**src/rtl/eforth_mbarb.sv**
```systemverilog
// Round-robin arbiter sharing one byte-wide synchronous memory between the eForth requesters.
// Grants are combinational and zero-latency; a lock holds ownership for up to MAXBURST bytes.
module eforth_mbarb #(
  parameter int ASZ      = 17,
  parameter int DSZ      = 8,
  parameter int NREQ     = 3,
  parameter int MAXBURST = 16
) (
  input  logic                     clk,
  input  logic                     rst_n,
  input  logic [NREQ-1:0]          req,
  input  logic [NREQ-1:0]          lock,
  input  logic [NREQ-1:0]          we,
  input  logic [NREQ*ASZ-1:0]      addr,
  input  logic [NREQ*DSZ-1:0]      wdata,
  output logic [NREQ-1:0]          gnt,
  output logic [NREQ-1:0]          rvalid,
  output logic [DSZ-1:0]           rdata,
  output logic                     mem_en,
  output logic                     mem_we,
  output logic [ASZ-1:0]           mem_addr,
  output logic [DSZ-1:0]           mem_wdata,
  input  logic [DSZ-1:0]           mem_rdata,
  output logic [$clog2(NREQ)-1:0]  owner
);

  localparam int IW  = $clog2(NREQ);
  localparam int BCW = $clog2(MAXBURST + 1);

  typedef enum logic {IDLE, LOCKED} state_t;

  state_t          state_q, state_d;
  logic [IW-1:0]   rr_q, rr_d;
  logic [BCW-1:0]  bc_q, bc_d;
  logic [IW-1:0]   own_q, own_d;
  logic [IW-1:0]   win, cand;
  logic            hit;
  logic            rd_vld_q;
  logic [IW-1:0]   rd_tag_q;

  // Grants are gated by rst_n so every output drops as soon as reset asserts.
  always_comb begin
    state_d = state_q;
    rr_d    = rr_q;
    bc_d    = bc_q;
    own_d   = own_q;
    gnt     = '0;
    win     = '0;
    cand    = '0;
    hit     = 1'b0;
    if (rst_n) begin
      case (state_q)
        IDLE: begin
          for (int k = 0; k < NREQ; k++) begin
            cand = IW'((int'(rr_q) + k) % NREQ);
            if (!hit && req[cand]) begin
              hit = 1'b1;
              win = cand;
            end
          end
          if (hit) begin
            gnt[win] = 1'b1;
            rr_d     = (win == IW'(NREQ - 1)) ? '0 : win + 1'b1;
            own_d    = win;
            if (lock[win]) begin
              state_d = LOCKED;
              bc_d    = BCW'(1);
            end
          end
        end
        LOCKED: begin
          // rr already points past the owner, so a forced release lets others in first.
          if (bc_q >= BCW'(MAXBURST)) begin
            state_d = IDLE;
          end else if (req[own_q]) begin
            hit        = 1'b1;
            win        = own_q;
            gnt[own_q] = 1'b1;
            if (lock[own_q]) bc_d = bc_q + 1'b1;
            else             state_d = IDLE;
          end else begin
            state_d = IDLE;
          end
        end
        default: state_d = IDLE;
      endcase
    end
  end

  always_comb begin
    mem_en    = hit;
    mem_we    = 1'b0;
    mem_addr  = '0;
    mem_wdata = '0;
    if (hit) begin
      mem_we    = we[win];
      mem_addr  = addr[int'(win)*ASZ +: ASZ];
      mem_wdata = wdata[int'(win)*DSZ +: DSZ];
    end
  end

  always_ff @(posedge clk or negedge rst_n) begin
    if (!rst_n) begin
      state_q  <= IDLE;
      rr_q     <= '0;
      bc_q     <= '0;
      own_q    <= '0;
      rd_vld_q <= 1'b0;
      rd_tag_q <= '0;
    end else begin
      state_q  <= state_d;
      rr_q     <= rr_d;
      bc_q     <= bc_d;
      own_q    <= own_d;
      rd_vld_q <= hit & ~we[win];
      rd_tag_q <= win;
    end
  end

  assign rvalid = rd_vld_q ? ({{(NREQ-1){1'b0}}, 1'b1} << rd_tag_q) : '0;
  assign rdata  = rd_vld_q ? mem_rdata : '0;
  assign owner  = own_q;

endmodule

```
**config.mk**
```make
export PLATFORM = sky130hd
export DESIGN_NAME = eforth_mbarb
export DESIGN_NICKNAME = d
export VERILOG_FILES = /design/src/rtl/eforth_mbarb.sv
export SDC_FILE = /design/constraint.sdc
export NUM_CORES = 1
export LEC_CHECK = 0
export CORE_ASPECT_RATIO = 1.1
export CORE_MARGIN = 2
export CORE_UTILIZATION = 40
export CTS_CLUSTER_DIAMETER = 80
export DETAILED_ROUTE_END_ITERATION = 10
export DONT_BUFFER_PORTS = 1
export PLACE_DENSITY = 0.64
export SLEW_MARGIN = 20
export SYNTH_ARGS = -nofsm -noshare
export SYNTH_HDL_FRONTEND = slang
export SYNTH_SLANG_ARGS = --single-unit
```
**constraint.sdc**
```tcl
create_clock -name clk -period 3.15 [get_ports clk]
set_input_delay 0.63 -clock clk [delete_from_list [all_inputs] [get_ports clk]]
set_output_delay 0.63 -clock clk [all_outputs]
set_load 0.05 [all_outputs]
```
==> qor.txt <==
status -> finished, violations left
failing checks -> setup timing
pins over their slew limit -> 0
Final min period -> 3.52 ns
clk_skew -> 0.00995 ns
Max clock buf depth -> 2
WL/cell -> 23.5 µm
clk_lat worst skew -> 0.26 ns
GRT Residual Overflow -> 0
Synth async-reset ratio -> 100%
IO Port Bufs -> 0
Reg clk slew, reported paths -> 0.07 ns
Area Growth Syn to Fin -> 81.3%
Req. time, crit path -> 2.52 ns
CTS Sinks -> 13
Max Cap Viol -> 0
DRC viols -> 0
DIE HEIGHT -> 74.2 µm
Synth warnings -> 0
Max FO, Critical Path -> 6
Rel. slew slack -> 40.2%
Yosys cell types -> 47
CTS tree -> yes
CTS root buf -> clkbuf_8
CP Class -> reg2out
# fillers -> 263
leading cell types in the layout, fill and taps excluded -> buf_4, mux2i_4, o2bb2ai_4
Final #Nets -> 348
antenna violations before repair -> 0
GP Congestion -> 1.03
Tcrit/Tclk final -> 112%
EDFF count, synth -> 0
via/cell ratio -> 6.40
CP arrival -> 2.89 ns
Ports -> 137
die span in x -> 67.8 µm
first-pass GRT wire length -> 9.76 mm
Lkg Pwr -> 0.00117 µW
Vias -> 1,927
post-place setup slack -> -0.103 ns
CORE AREA -> 0.00432 mm²
DP Area -> 0.00245 mm²
Detail Route Antenna Nets -> 0
Mapped Area -> 0.00179 mm²
Die Area -> 0.00503 mm²
Worst Max-Slew Pin Slew -> 0.893 ns
Max VDD drop -> 0.839 mV
Syn Area/Cell -> 8.91 µm²
sequential area share after synthesis -> 18.2%
Reg2Reg Launch Point -> rr_q[0]
Initial Utilization -> 41.5%
Final WS setup -> -0.367 ns
Reg2Reg Setup Slack -> 0.46 ns
largest net degree at the start of global routing -> 21
CTS H-Tree Depth -> 1
Reg-to-Reg End -> bc_q[0]
worst-case reg-to-reg path depth -> 10
Post-DP HPWL -> 4.83 mm
Main synth FF type -> dfrtp_1
share of cells above drive strength 1 -> 55.9%
final hold viol count -> 0
Max Fclk -> 284 MHz
type of origin of the critical path -> register
commonest non-fill, non-tap cell in the layout -> buf_4
design area -> 0.00325 mm²
DRT iter0 DRCs -> 248
HP Class -> in2async
router iterations before antenna repair -> 4
synthesized instance count -> 201
GRT Total Usage -> 25.8%
worst hold slack -> 0.0595 ns
vias in the first global route -> 1,926
cts bufs inserted -> 3
Antenna diodes -> 0
Final setup viols -> 27
PwrDens -> 1280 mW/mm²
unrepaired setup endpoints after global routing -> yes
post-synthesis register bit count -> 13
net count after synthesis -> 301
CP endpoint kind -> output pin
setup total negative slack -> -7.87 ns
standard-cell rows -> 25
Post-Route WL -> 7.07 mm
## stage by stage
step	util (%)	power, µW	instances
floorplan	-	2570	201
global placement	56.9	3050	273
detailed placement	56.9	3120	273
CTS	70.6	3800	291
global route	75.2	4330	301
finish	75.2	4140	301
## critical path, stage by stage, from the launching register on
cell	delay [ns]
dfrtp_1	0.44
ha_4	0.19
buf_6	0.11
buf_6	0.11
a211o_1	0.28
a311o_1	0.46
o21ai_4	0.23
buf_4	0.17
buf_12	0.15
mux2i_4	0.25
o2bb2ai_2	0.08
buf_6	0.15
## power by group
part / switching [µW] / leakage [µW] / internal (µW)
clock network: 70.7 / 0.0000228 / 89.9
registers: 83.8 / 0.000160 / 239
logic: 2130 / 0.000984 / 1530
## worst max path at each step
| stage | start | end | slack (ns) | cells after the start |
|---|---|---|---|---|
| 2_1_floorplan | rr_q[0] | mem_we | -0.002 | 10 |
| 3_3_place_gp | rr_q[0] | mem_wdata[2] | 0.02 | 9 |
| 3_5_place_dp | rr_q[0] | mem_wdata[7] | -0.10 | 10 |
| 4_1_cts | rr_q[0] | mem_addr[16] | -0.27 | 11 |
| 5_1_grt | rr_q[0] | mem_wdata[0] | -0.44 | 11 |
| 6_report | rr_q[0] | mem_wdata[0] | -0.37 | 11 |
## Yosys cell counts, types with 3 or more instances
cell type	number	share of area, %
nand2_1	12	2.5
nor2_1	11	2.3
nand3b_1	4	1.7
clkbuf_1	3	0.63
a21oi_1	4	1.1
nor2b_1	4	1.4
o2bb2ai_1	19	9.3
buf_6	4	2.5
mux2i_1	32	18
o2bb2ai_2	8	6.7
and2_1	9	3.1
dfrtp_1	13	18
buf_2	3	0.84
inv_1	11	2.3
o31ai_1	5	2.1
ha_1	6	4.2
a41oi_1	3	1.5
o21ai_0	14	3.9
nand3_1	3	0.84
## cell type report
class                           instances  area [µm²]  share of cell area (%)
Timing Repair Buffer                   55         632                    19.5
Inverter                               11        41.3                    1.27
Sequential cell                        13         325                    10.0
Clock buffer                            4        45.0                    1.39
Tap cell                               54        67.6                    2.08
Multi-Input combinational cell        164        2140                    65.8
## repair_timing
| action | in CTS | in global routing |
|---|---|---|
| pin swaps | 17 | 20 |
| gates resized for setup | 72 | 37 |
| endpoints found under the setup margin | 28 | 29 |
| setup buffers | 13 | 13 |
| hold buffers | 0 | 0 |
| cloned | 1 | 0 |
## logic make-up after synthesis
family,Yosys count,share of synthesized area [%]
AND/OR/NAND/NOR,50,15.4
adder cells (fa/ha/maj),6,4.19
multiplexers,33,18.5
AO/OA/AOI/OAI,75,35.8
flip-flops,13,18.2
buffers and inverters,24,7.96
## metal layers
metal	wire length (µm)	GRT usage [%]	up-vias
met5	0	0	-
li1	-	-	866
met4	218	5.78	0
met1	2300	28.2	931
met2	3970	50.0	113
met3	573	5.75	17
## registers in the layout, summed over array words and instances (netlist names)
name,cells
bc_q,5
owner,2
rd_tag_q,2
rr_q,2
rd_vld_q,1
state_q,1
No activity file was read; power rests on OpenSTA's default activity.
